$ cat src/rtl/bus_arbiter.sv
// Two-requester (CPU/DMA) round-robin memory bus arbiter.
// Each access is held on the bus for WAIT_CYCLES cycles, then acknowledged for one cycle.
module bus_arbiter #(
    parameter int unsigned WAIT_CYCLES = 1
) (
    input  logic        clk,
    input  logic        reset,
    input  logic        cpu_req,
    input  logic [15:0] cpu_address,
    input  logic [7:0]  cpu_wdata,
    input  logic        cpu_we,
    output logic [7:0]  cpu_rdata,
    output logic        cpu_ack,
    input  logic        dma_req,
    input  logic [15:0] dma_address,
    input  logic [7:0]  dma_wdata,
    input  logic        dma_we,
    output logic [7:0]  dma_rdata,
    output logic        dma_ack,
    output logic [15:0] mem_address,
    output logic [7:0]  mem_wdata,
    output logic        mem_bus_enable,
    output logic        mem_write_enable,
    input  logic [7:0]  mem_rdata,
    output logic        busy
);

    typedef enum logic [1:0] {IDLE, ACCESS, ACK} state_t;

    localparam logic [2:0] CNT_LOAD = 3'(WAIT_CYCLES - 1);

    state_t      state_q, state_d;
    logic [2:0]  cnt_q, cnt_d;
    logic        owner_q, owner_d;     // 1 = DMA owns the current access
    logic        last_q, last_d;       // 1 = DMA was granted last
    logic [15:0] addr_q, addr_d;
    logic [7:0]  wdata_q, wdata_d;
    logic        we_q, we_d;
    logic [7:0]  cpu_rdata_q, cpu_rdata_d;
    logic [7:0]  dma_rdata_q, dma_rdata_d;
    logic        grant_dma;

    always_ff @(posedge clk or negedge reset) begin
        if (!reset) begin
            state_q     <= IDLE;
            cnt_q       <= '0;
            owner_q     <= 1'b0;
            last_q      <= 1'b1;
            addr_q      <= '0;
            wdata_q     <= '0;
            we_q        <= 1'b0;
            cpu_rdata_q <= '0;
            dma_rdata_q <= '0;
        end else begin
            state_q     <= state_d;
            cnt_q       <= cnt_d;
            owner_q     <= owner_d;
            last_q      <= last_d;
            addr_q      <= addr_d;
            wdata_q     <= wdata_d;
            we_q        <= we_d;
            cpu_rdata_q <= cpu_rdata_d;
            dma_rdata_q <= dma_rdata_d;
        end
    end

    // On a tie the requester that was not granted last wins.
    assign grant_dma = dma_req && (!cpu_req || !last_q);

    always_comb begin
        state_d     = state_q;
        cnt_d       = cnt_q;
        owner_d     = owner_q;
        last_d      = last_q;
        addr_d      = addr_q;
        wdata_d     = wdata_q;
        we_d        = we_q;
        cpu_rdata_d = cpu_rdata_q;
        dma_rdata_d = dma_rdata_q;
        case (state_q)
            IDLE: begin
                if (cpu_req || dma_req) begin
                    owner_d = grant_dma;
                    last_d  = grant_dma;
                    addr_d  = grant_dma ? dma_address : cpu_address;
                    wdata_d = grant_dma ? dma_wdata   : cpu_wdata;
                    we_d    = grant_dma ? dma_we      : cpu_we;
                    cnt_d   = CNT_LOAD;
                    state_d = ACCESS;
                end
            end
            ACCESS: begin
                if (cnt_q == 3'd0) begin
                    state_d = ACK;
                    if (!we_q) begin
                        if (owner_q) dma_rdata_d = mem_rdata;
                        else         cpu_rdata_d = mem_rdata;
                    end
                end else begin
                    cnt_d = cnt_q - 3'd1;
                end
            end
            ACK:     state_d = IDLE;
            default: state_d = IDLE;
        endcase
    end

    assign mem_bus_enable   = (state_q == ACCESS);
    assign mem_write_enable = mem_bus_enable && we_q;
    assign mem_address      = mem_bus_enable ? addr_q  : '0;
    assign mem_wdata        = mem_bus_enable ? wdata_q : '0;
    assign cpu_ack          = (state_q == ACK) && !owner_q;
    assign dma_ack          = (state_q == ACK) &&  owner_q;
    assign cpu_rdata        = cpu_rdata_q;
    assign dma_rdata        = dma_rdata_q;
    assign busy             = (state_q != IDLE);

endmodule

$ cat config.mk
export PLATFORM = sky130hd
export DESIGN_NAME = bus_arbiter
export DESIGN_NICKNAME = d
export VERILOG_FILES = /design/src/rtl/bus_arbiter.sv
export SDC_FILE = /design/constraint.sdc
export NUM_CORES = 1
export LEC_CHECK = 0
export CAP_MARGIN = 30
export CORE_UTILIZATION = 38
export CTS_CLUSTER_DIAMETER = 150
export DETAILED_ROUTE_END_ITERATION = 10
export PLACE_DENSITY = 0.83
export SYNTH_ARGS = -nofsm -noshare
export SYNTH_HDL_FRONTEND = slang
export SYNTH_SLANG_ARGS = --single-unit
$ cat constraint.sdc
create_clock -name clk -period 1.6 [get_ports clk]
set_clock_uncertainty 0.05 [all_clocks]
set_input_delay 0.4 -clock clk [delete_from_list [all_inputs] [get_ports clk]]
set_output_delay 0.4 -clock clk [all_outputs]
set_load 0.1 [all_outputs]
==> flow_metrics.py, run 1 <==
metrics = {
    "outcome": {
        "outcome": "finished, violations left",
        "failed_checks": "negative setup slack",
    },
    "finish": {
        "diodes": 0,
        "nets": 375,
        "final_cell_mix": "clkdlybuf4s50_1, buf_12, dfrtp_1",
        "fin_util_pct": 76.39,
        "mostFrequentLayoutCell": "clkdlybuf4s50_1",
        "finalNonFillerCells": 387,
        "area_growth_pct": 89.83,
        "drive_above_1_share_pct": 60.90,
    },
    "route": {
        "firstDrtPassIters": 4,
        "totalWireLength_mm": 6.546,
        "ant_nets": 0,
        "routed_via_density": 4.876,
        "drtIter0Drc": 53,
        "drc_errors": 0,
        "vias": 1887,
        "post_drt_wl_per_cell_um": 16.91,
    },
    "clocking": {
        "cts_buffer_depth": 2,
        "cts_tree": "built",
        "cts_root_buf": "clkbuf_8",
        "clock-sinks": 48,
        "clkTransAtPathRegs_ns": 0.09,
        "cts_buffers": 5,
        "h-tree-depth": 2,
        "insertion_delay_ns": 0.30,
    },
    "yosys": {
        "synth_cell_types": 28,
        "ys_async_sr_fraction_pct": 100.0,
        "ys.warnings.count": 0,
        "synth_flop_cell": "dfrtp_1",
        "synthAdderAreaFrac_pct": 1.032,
        "seq_area_frac_synth_pct": 49.59,
        "synth_top_family_by_area": "multiplexers",
        "yosys.area_share.simple_pct": 9.752,
        "postSynthAreaPerCell_um2": 13.94,
        "syn_area_mm2": 0.002425,
        "synth_compound_area_share_pct": 2.580,
        "synth_top_area_share_pct": 48.50,
        "synth-xor-area-share_pct": 0,
        "synth_seq_cells": 48,
        "syn_inst": 174,
        "yosysTopAreaCell": "dfrtp_1",
        "netlist_top_cells_area": "dfrtp_1, mux2_2, mux2_4",
        "synth_enable_flop_cells": 0,
        "syn-num-nets": 238,
        "synth_mux_area_share_pct": 34.00,
    },
    "global_routing": {
        "grt.overflow.total": 0,
        "track_usage_pct": 20.48,
        "grt_max_degree": 26,
        "antenna_found_initial": 0,
        "grt_pass1_wl_mm": 10.12,
        "grt_pass1_vias": 2143,
    },
    "worst_setup_path": {
        "crit_fanout": 8,
        "crit_arrival_ns": 1.45,
        "critPathLaunchType": "flip-flop",
        "end_kind": "primary output",
        "critical_path_class": "reg2out",
        "cp.required_ns": 1.15,
    },
    "sta": {
        "worstMarginPinSlew_ns": 0.3254,
        "fmax_ghz": 0.5262,
        "relSlewSlack_pct": 78.31,
        "worst_slack_ns": -0.3004,
        "setup_viol": 62,
        "finalHoldViolations": 0,
        "fin_crit_ns": 1.900,
        "tns_ns": -9.320,
        "fin_crit_sh_pct": 118.8,
        "drv_slew": 0,
        "rsz0062_at_grt": "true",
    },
    "floorplan": {
        "core-area_mm2": 0.006026,
        "ios": 107,
        "die_height_um": 81.88,
        "dieWidth_um": 81.88,
        "dieArea_mm2": 0.006704,
        "core.rowCount": 28,
        "start_util_pct": 40.24,
    },
    "min_path": {
        "min-delay-path-class": "in2async",
    },
    "place": {
        "place_hpwl_mm": 4.737,
        "dp.cells": 368,
        "gp_congestion": 0.7167,
        "port_buffers": 106,
    },
    "run": {
        "maxCapViolCount": 0,
    },
}
[final cells by class]
type	count	area (um^2)
fill	365	1423
tap	75	93.84
timing repair buffer	138	1892
clock inverter	3	42.54
clock buffer	5	68.82
sequential	48	1204
multi-input combinational	115	1291
inverter	3	11.26
[routing by layer]
layer	part of all wire, %	GRT usage, %	wire (um)	vias up
li1	-	-	-	880
met1	38	21.55	2461	929
met2	54	38.68	3536	71
met3	7.4	5.889	484	7
met4	0.95	6.491	62	0
met5	0	0	0	-
[metrics by stage]
| stage | instance area (um^2) | hold WS [ns] | setup WS, ns |
|---|---|---|---|
| after floorplan | 2521 | 0.05441 | -0.1386 |
| after global placement | 4253 | 0.1527 | -0.4362 |
| after detailed placement | 4253 | 0.1518 | -0.4775 |
| after CTS | 4579 | 0.3537 | -0.3088 |
| after global routing | 4603 | 0.3758 | -0.3462 |
| final | 4603 | 0.3749 | -0.3004 |
[registers in the layout, summed over array words and instances (netlist names)]
signal and flops:
cnt_q 3, dma_rdata 8, addr_q 16, we_q 1
last_q 1, cpu_rdata 8, owner_q 1, state_q 2
wdata_q 8
[worst paths after layout]
path / to / depth (start not counted) / from / slack, ns
min reg2reg: wdata_q[4] / 1 / wdata_q[4] / 0.46
max reg2reg: addr_q[8] / 5 / last_q / -0.08
max: mem_wdata[7] / 4 / state_q[1] / -0.30
min: cpu_rdata[7] / 2 / reset / 0.37
max in group asynchronous: last_q / 3 / reset / 0.58
min in group clk: wdata_q[4] / 1 / wdata_q[4] / 0.46
[repair_timing]
action	4_1_cts	5_1_grt
buffers inserted	7	2
endpoints found under the hold margin	2	0
setup endpoints to repair	70	71
resized for setup	26	8
hold buffers	1	0
pin swaps	5	2
gates cloned	2	1
[critical path, cell delays in order (launching register included)]
cell	delay [ns]
dfrtp_2	0.47
nor2b_4	0.16
buf_4	0.17
and2_2	0.18
buf_12	0.17
[logic make-up (layout without fill, tap and decap cells)]
logic type	Yosys count	after routing
simple gates	38	38
buf+inv	11	149
mux	67	67
flops	48	48
compound gates	8	8
fa+ha+maj	2	2
[synthesized netlist by cell type (all sizes together) (2+ instances only)]
master / instances
o2bb2ai: 2
inv: 3
dfrtp: 47
clkbuf: 3
buf: 5
ha: 2
nor2: 3
and2: 25
nand3b: 2
mux2: 66
nand2: 2
Power of run 1 is not shown: default switching activity piles up to over one toggle a cycle in this logic, so the estimate is an artifact.
==> run 2, diff against run 1 <==
Settings changed: CORE_UTILIZATION 38 to 42, PLACE_DENSITY 0.83 to 0.86.
Clock period 1.6 ns to 2 ns, I/O delays scaled along.
==> flow_metrics.py, run 2 (synthesized netlist as in run 1, its figures left out) <==
metrics = {
    "outcome": {
        "outcome": "finished, final reports clean",
    },
    "finish": {
        "largest_reg_flops": 16,
        "regMostFlops": "addr_q",
        "final_cell_mix": "clkdlybuf4s50_1, buf_12, mux2_2",
        "fin_util_pct": 77.42,
        "nets": 358,
        "drive_above_1_share_pct": 56.61,
        "area_growth_pct": 76.88,
        "stdcell_area_mm2": 0.004289,
        "mostFrequentLayoutCell": "clkdlybuf4s50_1",
        "diodes": 0,
    },
    "route": {
        "firstDrtPassIters": 4,
        "post_drt_wl_per_cell_um": 16.63,
        "drc_errors": 0,
        "routed_via_density": 5.016,
        "vias": 1841,
        "ant_nets": 0,
        "totalWireLength_mm": 6.102,
        "drtIter0Drc": 32,
    },
    "clocking": {
        "cts_buffers": 5,
        "insertion_delay_ns": 0.29,
        "clkTransAtPathRegs_ns": 0.08,
        "h-tree-depth": 2,
        "cts_root_buf": "clkbuf_8",
        "cts_buffer_depth": 2,
        "cts_tree": "built",
        "clock-sinks": 48,
    },
    "place": {
        "placed_area_mm2": 0.004128,
        "place_hpwl_mm": 4.543,
        "place_ws_ns": -0.2140,
        "port_buffers": 106,
        "gp_congestion": 0.7433,
    },
    "worst_setup_path": {
        "end_kind": "primary output",
        "crit_fanout": 9,
        "critical_path_class": "reg2out",
        "cp.required_ns": 1.45,
        "crit_arrival_ns": 1.44,
        "critPathLaunchType": "flip-flop",
    },
    "sta": {
        "drv_slew": 0,
        "setup_viol": 0,
        "fin_crit_sh_pct": 99.59,
        "rsz0062_at_grt": "true",
        "fin_crit_ns": 1.992,
        "finalHoldViolations": 0,
        "tns_ns": 0,
        "worstMarginPinSlew_ns": 0.6169,
        "fmax_ghz": 0.5021,
        "relSlewSlack_pct": 58.87,
        "worst_slack_ns": 0.008276,
    },
    "global_routing": {
        "antenna_found_initial": 0,
        "grt_pass1_wl_mm": 10.11,
        "track_usage_pct": 21.64,
        "grt.overflow.total": 0,
        "grt_pass1_vias": 2060,
        "grt_max_degree": 28,
    },
    "min_path": {
        "min-delay-path-class": "in2async",
    },
    "floorplan": {
        "core-area_mm2": 0.005540,
        "dieArea_mm2": 0.006081,
        "dieWidth_um": 77.98,
        "core.rowCount": 27,
        "ios": 107,
        "die_height_um": 77.98,
        "start_util_pct": 43.77,
    },
    "run": {
        "maxCapViolCount": 0,
    },
}
[run 2: changes by cell type in the layout (fill, tap and decap cells not counted), sizes merged]
cell	delta
dlygate4sd3	-1
clkinv	+1
buf	-15
bufinv	-1
clkinvlp	-1
dlygate4sd2	-2
clkdlybuf4s50	+2
[run 2: metrics by stage]
step           hold slack (ns)  std cells
5_1_grt                 0.1859        367
6_report                0.1587        367
3_5_place_dp            0.4248        353
3_3_place_gp            0.4132        353
2_1_floorplan           0.1544        174
4_1_cts                 0.1698        367
[run 2: cell type report]
class / count / area [um^2]
clock buffers: 6 / 82.58
clock inverters: 2 / 10.01
fillers: 341 / 1251
inverters: 3 / 11.26
multi-input cells: 115 / 1222
flip-flops and latches: 48 / 1205
well taps: 72 / 90.09
repair buffers: 121 / 1668
[run 2: what timing repair did]
item                                    in CTS  in global routing
buffers inserted                             5                  0
endpoints found under the setup margin      26                 25
gates resized for setup                      7                  4
cloned                                       1                  0
pin swaps                                    0                  5
hold buffers                                 0                  0
[run 2: worst max-delay path, cell delays in order (launching register included)]
cell	delay [ns]
dfrtp_2	0.46
nor2b_4	0.19
buf_6	0.16
and2_2	0.17
buf_12	0.17
[run 2: worst paths after layout]
path | from | end | slack (ns) | cells past startpoint
hold / removal | reset | cnt_q[2] | 0.16 | 1
setup / recovery | state_q[1] | mem_wdata[7] | 0.008 | 4
setup reg to reg | last_q | addr_q[14] | 0.28 | 4
max in group asynchronous | reset | wdata_q[6] | 1.20 | 2
hold reg to reg | cnt_q[0] | cnt_q[0] | 0.44 | 1
min in group clk | cnt_q[0] | cnt_q[0] | 0.44 | 1
[run 2: layer usage]
metal | part of all wire, % | GRT usage (%) | wire length (um)
met1 | 38 | 24.91 | 2349
met5 | 0 | 0 | 0
met3 | 6.5 | 6.118 | 394
met2 | 54 | 40.35 | 3318
met4 | 0.64 | 3.333 | 39
Power of run 2 is left out for the same reason.
==> run 3, diff against run 2 <==
Settings changed: CAP_MARGIN 30 to unset, CTS_CLUSTER_DIAMETER 150 to unset.
==> results of run 3 <==
The final DEF is identical to that of run 2; final timing and power are the same.
Power of run 3 is left out for the same reason.
